`src/rtl/spwm_gate_driver.sv`:
```
// Sawtooth-vs-reference comparator driving a complementary gate pair with
// programmable dead time; the reference is latched once per carrier period.
module spwm_gate_driver #(
   parameter int WIDTH = 10,
   parameter int DEAD  = 8
) (
   input  logic             clk,
   input  logic             rst,
   input  logic             en,
   input  logic [WIDTH-1:0] carrier,
   input  logic [WIDTH-1:0] ref_in,
   output logic             gate_hi,
   output logic             gate_lo,
   output logic             period_start
);

   localparam logic [7:0] DEAD_RELOAD = 8'(DEAD - 1);

   typedef enum logic [1:0] {
      S_OFF,
      S_DEAD,
      S_HI,
      S_LO
   } state_t;

   state_t           r_state;
   logic             r_target;
   logic [7:0]       r_dead_cnt;
   logic [WIDTH-1:0] r_carrier_d;
   logic [WIDTH-1:0] r_ref_hold;
   logic             r_raw_q;

   logic             w_wrap;
   logic [WIDTH-1:0] w_ref_eff;
   logic             w_raw;

   // The wrap cycle uses the live reference so the new period starts on it.
   assign w_wrap    = (carrier < r_carrier_d);
   assign w_ref_eff = w_wrap ? ref_in : r_ref_hold;
   assign w_raw     = (carrier < w_ref_eff);

   always_ff @(posedge clk) begin
      if (rst) begin
         r_carrier_d  <= '0;
         r_ref_hold   <= '0;
         r_raw_q      <= 1'b0;
         period_start <= 1'b0;
      end else begin
         r_carrier_d  <= carrier;
         period_start <= w_wrap;
         r_raw_q      <= w_raw;
         if (w_wrap) begin
            r_ref_hold <= ref_in;
         end
      end
   end

   always_ff @(posedge clk) begin
      if (rst) begin
         r_state    <= S_OFF;
         r_target   <= 1'b0;
         r_dead_cnt <= '0;
         gate_hi    <= 1'b0;
         gate_lo    <= 1'b0;
      end else if (!en) begin
         r_state <= S_OFF;
         gate_hi <= 1'b0;
         gate_lo <= 1'b0;
      end else begin
         gate_hi <= 1'b0;
         gate_lo <= 1'b0;
         case (r_state)
            S_OFF: begin
               r_state    <= S_DEAD;
               r_target   <= r_raw_q;
               r_dead_cnt <= DEAD_RELOAD;
            end
            S_DEAD: begin
               // Any raw change during dead time restarts the full interval.
               if (r_raw_q != r_target) begin
                  r_target   <= r_raw_q;
                  r_dead_cnt <= DEAD_RELOAD;
               end else if (r_dead_cnt == 8'd0) begin
                  r_state <= r_target ? S_HI : S_LO;
                  gate_hi <= r_target;
                  gate_lo <= !r_target;
               end else begin
                  r_dead_cnt <= r_dead_cnt - 8'd1;
               end
            end
            S_HI: begin
               if (!r_raw_q) begin
                  r_state    <= S_DEAD;
                  r_target   <= 1'b0;
                  r_dead_cnt <= DEAD_RELOAD;
               end else begin
                  gate_hi <= 1'b1;
               end
            end
            S_LO: begin
               if (r_raw_q) begin
                  r_state    <= S_DEAD;
                  r_target   <= 1'b1;
                  r_dead_cnt <= DEAD_RELOAD;
               end else begin
                  gate_lo <= 1'b1;
               end
            end
            default: begin
               r_state <= S_OFF;
            end
         endcase
      end
   end

endmodule
```
`config.mk`:
```
export PLATFORM = sky130hd
export DESIGN_NAME = spwm_gate_driver
export DESIGN_NICKNAME = d
export VERILOG_FILES = /design/src/rtl/spwm_gate_driver.sv
export SDC_FILE = /design/constraint.sdc
export NUM_CORES = 1
export LEC_CHECK = 0
export CAP_MARGIN = 20
export CORE_ASPECT_RATIO = 1.4
export CORE_MARGIN = 3
export CORE_UTILIZATION = 50
export CTS_CLUSTER_DIAMETER = 100
export DETAILED_ROUTE_END_ITERATION = 8
export HOLD_SLACK_MARGIN = 0.15
export MAX_ROUTING_LAYER = met4
export PLACE_DENSITY = 0.73
export SLEW_MARGIN = 10
export SYNTH_ARGS = -nofsm -noshare
export SYNTH_HDL_FRONTEND = slang
export SYNTH_SLANG_ARGS = --single-unit
```
`constraint.sdc`:
```
create_clock -name clk -period 7.7 [get_ports clk]
set_input_delay 1.155 -clock clk [delete_from_list [all_inputs] [get_ports clk]]
set_output_delay 1.155 -clock clk [all_outputs]
set_load 0.05 [all_outputs]
```
After elaboration in Yosys (flattened, before gate mapping)

Index checks and enable logic that the tools add are counted.

Bitwise logic cells: 1
Shift-type cells: 0
Mux-type cells: 24
Order comparisons: 2
$mul: 0
$add $sub $neg: 1
Div/mod/pow operators: 0
Equal/unequal tests: 10
Reductions and logical operators: 7

Operator list:

| operator              | number |
|---|---|
| $mux W8               | 4 |
| $pmux W8 S4           | 1 |
| $lt A10 B10 Y1        | 2 |
| $reduce_and A4 Y1     | 3 |
| $mux W1               | 10 |
| $mux W10              | 1 |
| $ne A2 B2 Y1 const B  | 5 |
| $logic_not A8 Y1      | 1 |
| $mux W2               | 4 |
| $pmux W2 S4           | 1 |
| $sub A8 B1 Y8 const B | 1 |
| $eq A2 B2 Y1 const B  | 2 |
| $pmux W1 S2           | 2 |
| $pmux W1 S4           | 1 |
| $ne A3 B3 Y1 const B  | 1 |
| $eq A2 B1 Y1 const B  | 1 |
| $logic_not A2 Y1      | 1 |
| $reduce_or A2 Y1      | 1 |
| $logic_not A1 Y1      | 1 |
| $ne A1 B1 Y1          | 1 |
| $not A1 Y1            | 1 |

RAM bits: 0
Bits in latches: 0
Memory bits (read-only): 0
Memories kept: 0
Bits in registers: 35

Logic depth before layout (Yosys ltp)

Word-level depth: 4
Depth in mapped cells: 15

Least setup slack after synthesis

No wires, ideal clock.

Path kind: input to register
Start: input port carrier[3]
End: register r_raw_q
Cell stages on the path: 14
Arrival time: 3723 ps
Data required time: 7626 ps
Buffers on the path: 1
Slack: 3903 ps
Library setup time: 74 ps
Cell sequence: ha_1 a21o_1 a21oi_1 nor3b_1 or3_4 buf_6 mux2i_2 ha_1 a21o_1 a21oi_1 nor2b_1 a2111oi_0 o21ai_0 o21ai_0

Word-level cells in the longest chain between the ends: 3

Ends and longest elaborated chain:

| element                | RTL line | source |
|---|---|---|
| start: declaration     | 10       | `input logic [WIDTH-1:0] carrier,` |
| $lt A10 B10 Y1         | 38       | `assign w_wrap = (carrier < r_carrier_d);` |
| $mux W10               | n/a      |  |
| $lt A10 B10 Y1 *       | 40       | `assign w_raw = (carrier < w_ref_eff);` |
| end signal: assignment | 51       | `r_raw_q <= w_raw;` |
| end: declaration       | 31       | `logic r_raw_q;` |

Every way passes the cells marked *; elsewhere a longest branch is shown, timed or not.
A chain may end at the register's enable or synchronous reset.

Worst setup path in the final report

Same ends and word-level chain as after synthesis.

==> flow_summary.ini <==
[outcome]
status = finished, final reports clean

[route]
drc = 0
drtIter0Drc = 24
vias_per_cell = 5.43
wl_per_cell_um = 13.8
wirelength_um = 3540
firstDrtPassIters = 4
ant_nets = 0
num_vias = 1396

[finish]
antenna_cells = 0
finalInstanceArea_um2 = 2180
fillCellCount = 312
nets = 261
drive_gt1_share_pct = 9.22
multi_input_area_um2 = 1020
stdcell_count = 257
seqCellArea_um2 = 701
area_growth_pct = 20.5

[worst_setup_path]
r2r_end = r_raw_q$_SDFF_PP0_
required_ns = 7.91
path_max_fanout = 11
critPathKind = input port to register
crit_path_start_kind = input port
r2r_start = r_carrier_d[3]$_SDFF_PP0_
cp-end-kind = register
worst_r2r_path_depth = 14
reg2reg_slack_ns = 4.43
arrival_ns = 4.49

[pwr]
power_frac_clock_pct = 32.5
pwr-share-comb_pct = 22.2
power_density_nw_per_um2 = 205
p_leak_nw = 0.891
sequentialPowerShare_pct = 45.4
p_sw_w = 0.000123
intPower_w = 0.000325
peakVddDrop_mv = 0.203
netSwitchingFraction_pct = 27.5

[floorplanning]
die_h_um = 77.2
start_util_pct = 52.6
die_w_um = 56.9
die_area_um2 = 4390
num_rows = 25
design.core.area_um2 = 3440
ios = 26

[clock_network]
cts-root-buf = clkbuf_8
cts_resized = 0
cts.htree.levels = 2
clk_path_buf_depth = 2
post_cts_buffers = 0
clk_pin_slew_ns = 0.07
cts_hold_buf = 0
cts_buffers = 5
clock_latency_ns = 0.29
cts_tree = done
cts.sinks = 35

[sta]
fmax_ghz = 0.234
finalSetupTns_ns = 0
drv_slew = 0
min_period_ns = 4.27
clock_skew_ns = 0.00346
max_slew_margin_pct = 33.5
rsz0062_at_grt = no
hold_violations = 0
setup_viol = 0
worst_pin_slew_ns = 0.994
fin_crit_sh_pct = 55.5

[global_route]
overflow = 0
antenna_found_initial = 0
grt_pass1_wl_um = 6110
grt_pass1_vias = 1453
track_usage_pct = 18.1
grt_max_degree = 29

[yosys]
ys_warn_count = 0
syn_avg_cell_area_um2 = 9.58
synth_seq_cells = 35
synth_cell_type_count = 38
synth_fp_nets = 234
syn_area_um2 = 1810
syn_inst = 189
ys_seq_area_share_pct = 38.7

[place]
dpl.hpwl_um = 2710
finalWeightedCongestion = 0.821
portBuffers = 25
place_inst = 249
place_area_um2 = 2080

[min_path]
hold-path-cell-count = 2
hold_start = r_ref_hold[5]$_SDFF_PP0_
min_to = r_ref_hold[5]$_SDFF_PP0_
min_path_type = register to register

[run]
maxCapViolations = 0
==> worst max path at each step <==
| stage | end | from | slack (ns) | cells after the start |
|---|---|---|---|---|
| finish | r_raw_q$_SDFF_PP0_ | carrier[3] | 3.43 | 14 |
| floorplan | r_raw_q$_SDFF_PP0_ | carrier[3] | 3.90 | 14 |
| global placement | r_raw_q$_SDFF_PP0_ | carrier[3] | 3.33 | 14 |
| global route | r_raw_q$_SDFF_PP0_ | carrier[3] | 3.14 | 14 |
| detailed placement | r_raw_q$_SDFF_PP0_ | carrier[3] | 3.11 | 14 |
| CTS | r_raw_q$_SDFF_PP0_ | carrier[3] | 3.40 | 14 |
==> synth_stat cells (all sizes together) <==
cell type | count | area (um^2)
a21oi | 9 | 56.3
a221oi | 1 | 8.76
dfxtp | 35 | 701
a211oi | 3 | 27.5
nand3b | 1 | 7.51
mux2i | 11 | 144
nand2 | 10 | 37.5
a21o | 2 | 15.0
buf | 2 | 18.8
inv | 15 | 56.3
nor2b | 12 | 75.1
nor2 | 23 | 86.3
nor3 | 4 | 20.0
and4bb | 1 | 12.5
nand3 | 5 | 25.0
xnor2 | 1 | 8.76
nor4 | 2 | 12.5
and2 | 1 | 6.26
a31oi | 2 | 12.5
nor4b | 1 | 8.76
nand2b | 3 | 26.3
nand4b | 2 | 17.5
ha | 22 | 275
a311oi | 1 | 8.76
xor2 | 6 | 52.6
nand4 | 1 | 6.26
nor3b | 2 | 15.0
o21ai | 4 | 20.0
and4 | 1 | 8.76
a41oi | 1 | 8.76
or3 | 1 | 11.3
a2111oi | 1 | 8.76
clkbuf | 3 | 11.3
==> registers in the layout, indices dropped and copies added, names as in the netlist <==
name          count
gate_lo           1
r_dead_cnt        8
r_raw_q           1
r_state           2
period_start      1
gate_hi           1
r_ref_hold       10
r_target          1
r_carrier_d      10
==> layout by cell type (no fill, tap or decap), types with 2 or more instances in the layout <==
cell type / synthesis / final
nand3_1: 5 / 5
nor3b_1: 2 / 2
ha_1: 22 / 22
nand2b_1: 2 / 2
nor2b_1: 12 / 12
clkdlybuf4s50_1: 0 / 25
a211oi_1: 2 / 2
inv_1: 15 / 15
clkbuf_8: 0 / 7
a21oi_1: 8 / 8
nor4_1: 2 / 2
mux2i_2: 9 / 9
nor3_1: 4 / 4
a21o_1: 2 / 2
a31oi_1: 2 / 2
nand4b_1: 2 / 2
mux2i_1: 2 / 2
dfxtp_1: 35 / 35
o21ai_0: 4 / 4
nor2_1: 23 / 23
xor2_1: 6 / 6
nand2_1: 10 / 10
==> layout make-up <==
cell class,count,share of cell area (%)
timing repair buffer,25,11.5
clock buffer,8,4.59
tap,40,2.29
inverter,15,2.58
sequential,35,32.1
multi-input combinational,134,46.9
==> power by group through the flow <==
stage	Combinational (W)	Clock (W)	Sequential, W
after floorplan	0.0000712	0	0.000207
after global placement	0.0000951	0	0.000206
after detailed placement	0.0000992	0	0.000207
after CTS	0.000100	0.000149	0.000203
after global routing	0.000112	0.000157	0.000204
final	0.0000993	0.000145	0.000203
==> cells by family after synthesis <==
logic type | share of synthesized area, %
muxes | 7.95
buffers and inverters | 4.77
and+or+nand+nor | 20.8
xor gates and xnor gates | 3.39
AOI/OAI and AO/OA | 9.19
DFF | 38.7
adders and majority gates | 15.2
==> per-layer routing <==
layer / vias to the layer above / GRT usage, % / wire length (um)
li1: 707 / - / -
met1: 659 / 18.1 / 1460
met2: 24 / 32.8 / 1850
met3: 6 / 5.39 / 164
met4: 0 / 6.26 / 60
met5: - / - / 0
==> through the flow <==
| stage | power (W) | setup WS, ns | hold WS, ns | util [%] |
|---|---|---|---|---|
| floorplan | 0.000278 | 3.90 | 0.455 | - |
| global placement | 0.000301 | 3.33 | 0.482 | 60.5 |
| detailed placement | 0.000306 | 3.11 | 0.490 | 60.5 |
| CTS | 0.000452 | 3.40 | 0.506 | 63.4 |
| global route | 0.000473 | 3.14 | 0.525 | 63.4 |
| finish | 0.000448 | 3.43 | 0.500 | 63.4 |
==> critical path, stage by stage <==
cell,delay (ns)
clkdlybuf4s50_1,0.45
ha_1,0.33
a21o_1,0.16
a21oi_1,0.13
nor3b_1,0.06
or3_4,0.51
mux2i_2,0.23
ha_1,0.28
a21o_1,0.16
a21oi_1,0.14
nor2b_1,0.06
a2111oi_0,0.52
o21ai_0,0.19
o21ai_0,0.11
Power figures use the tool's default switching activity.
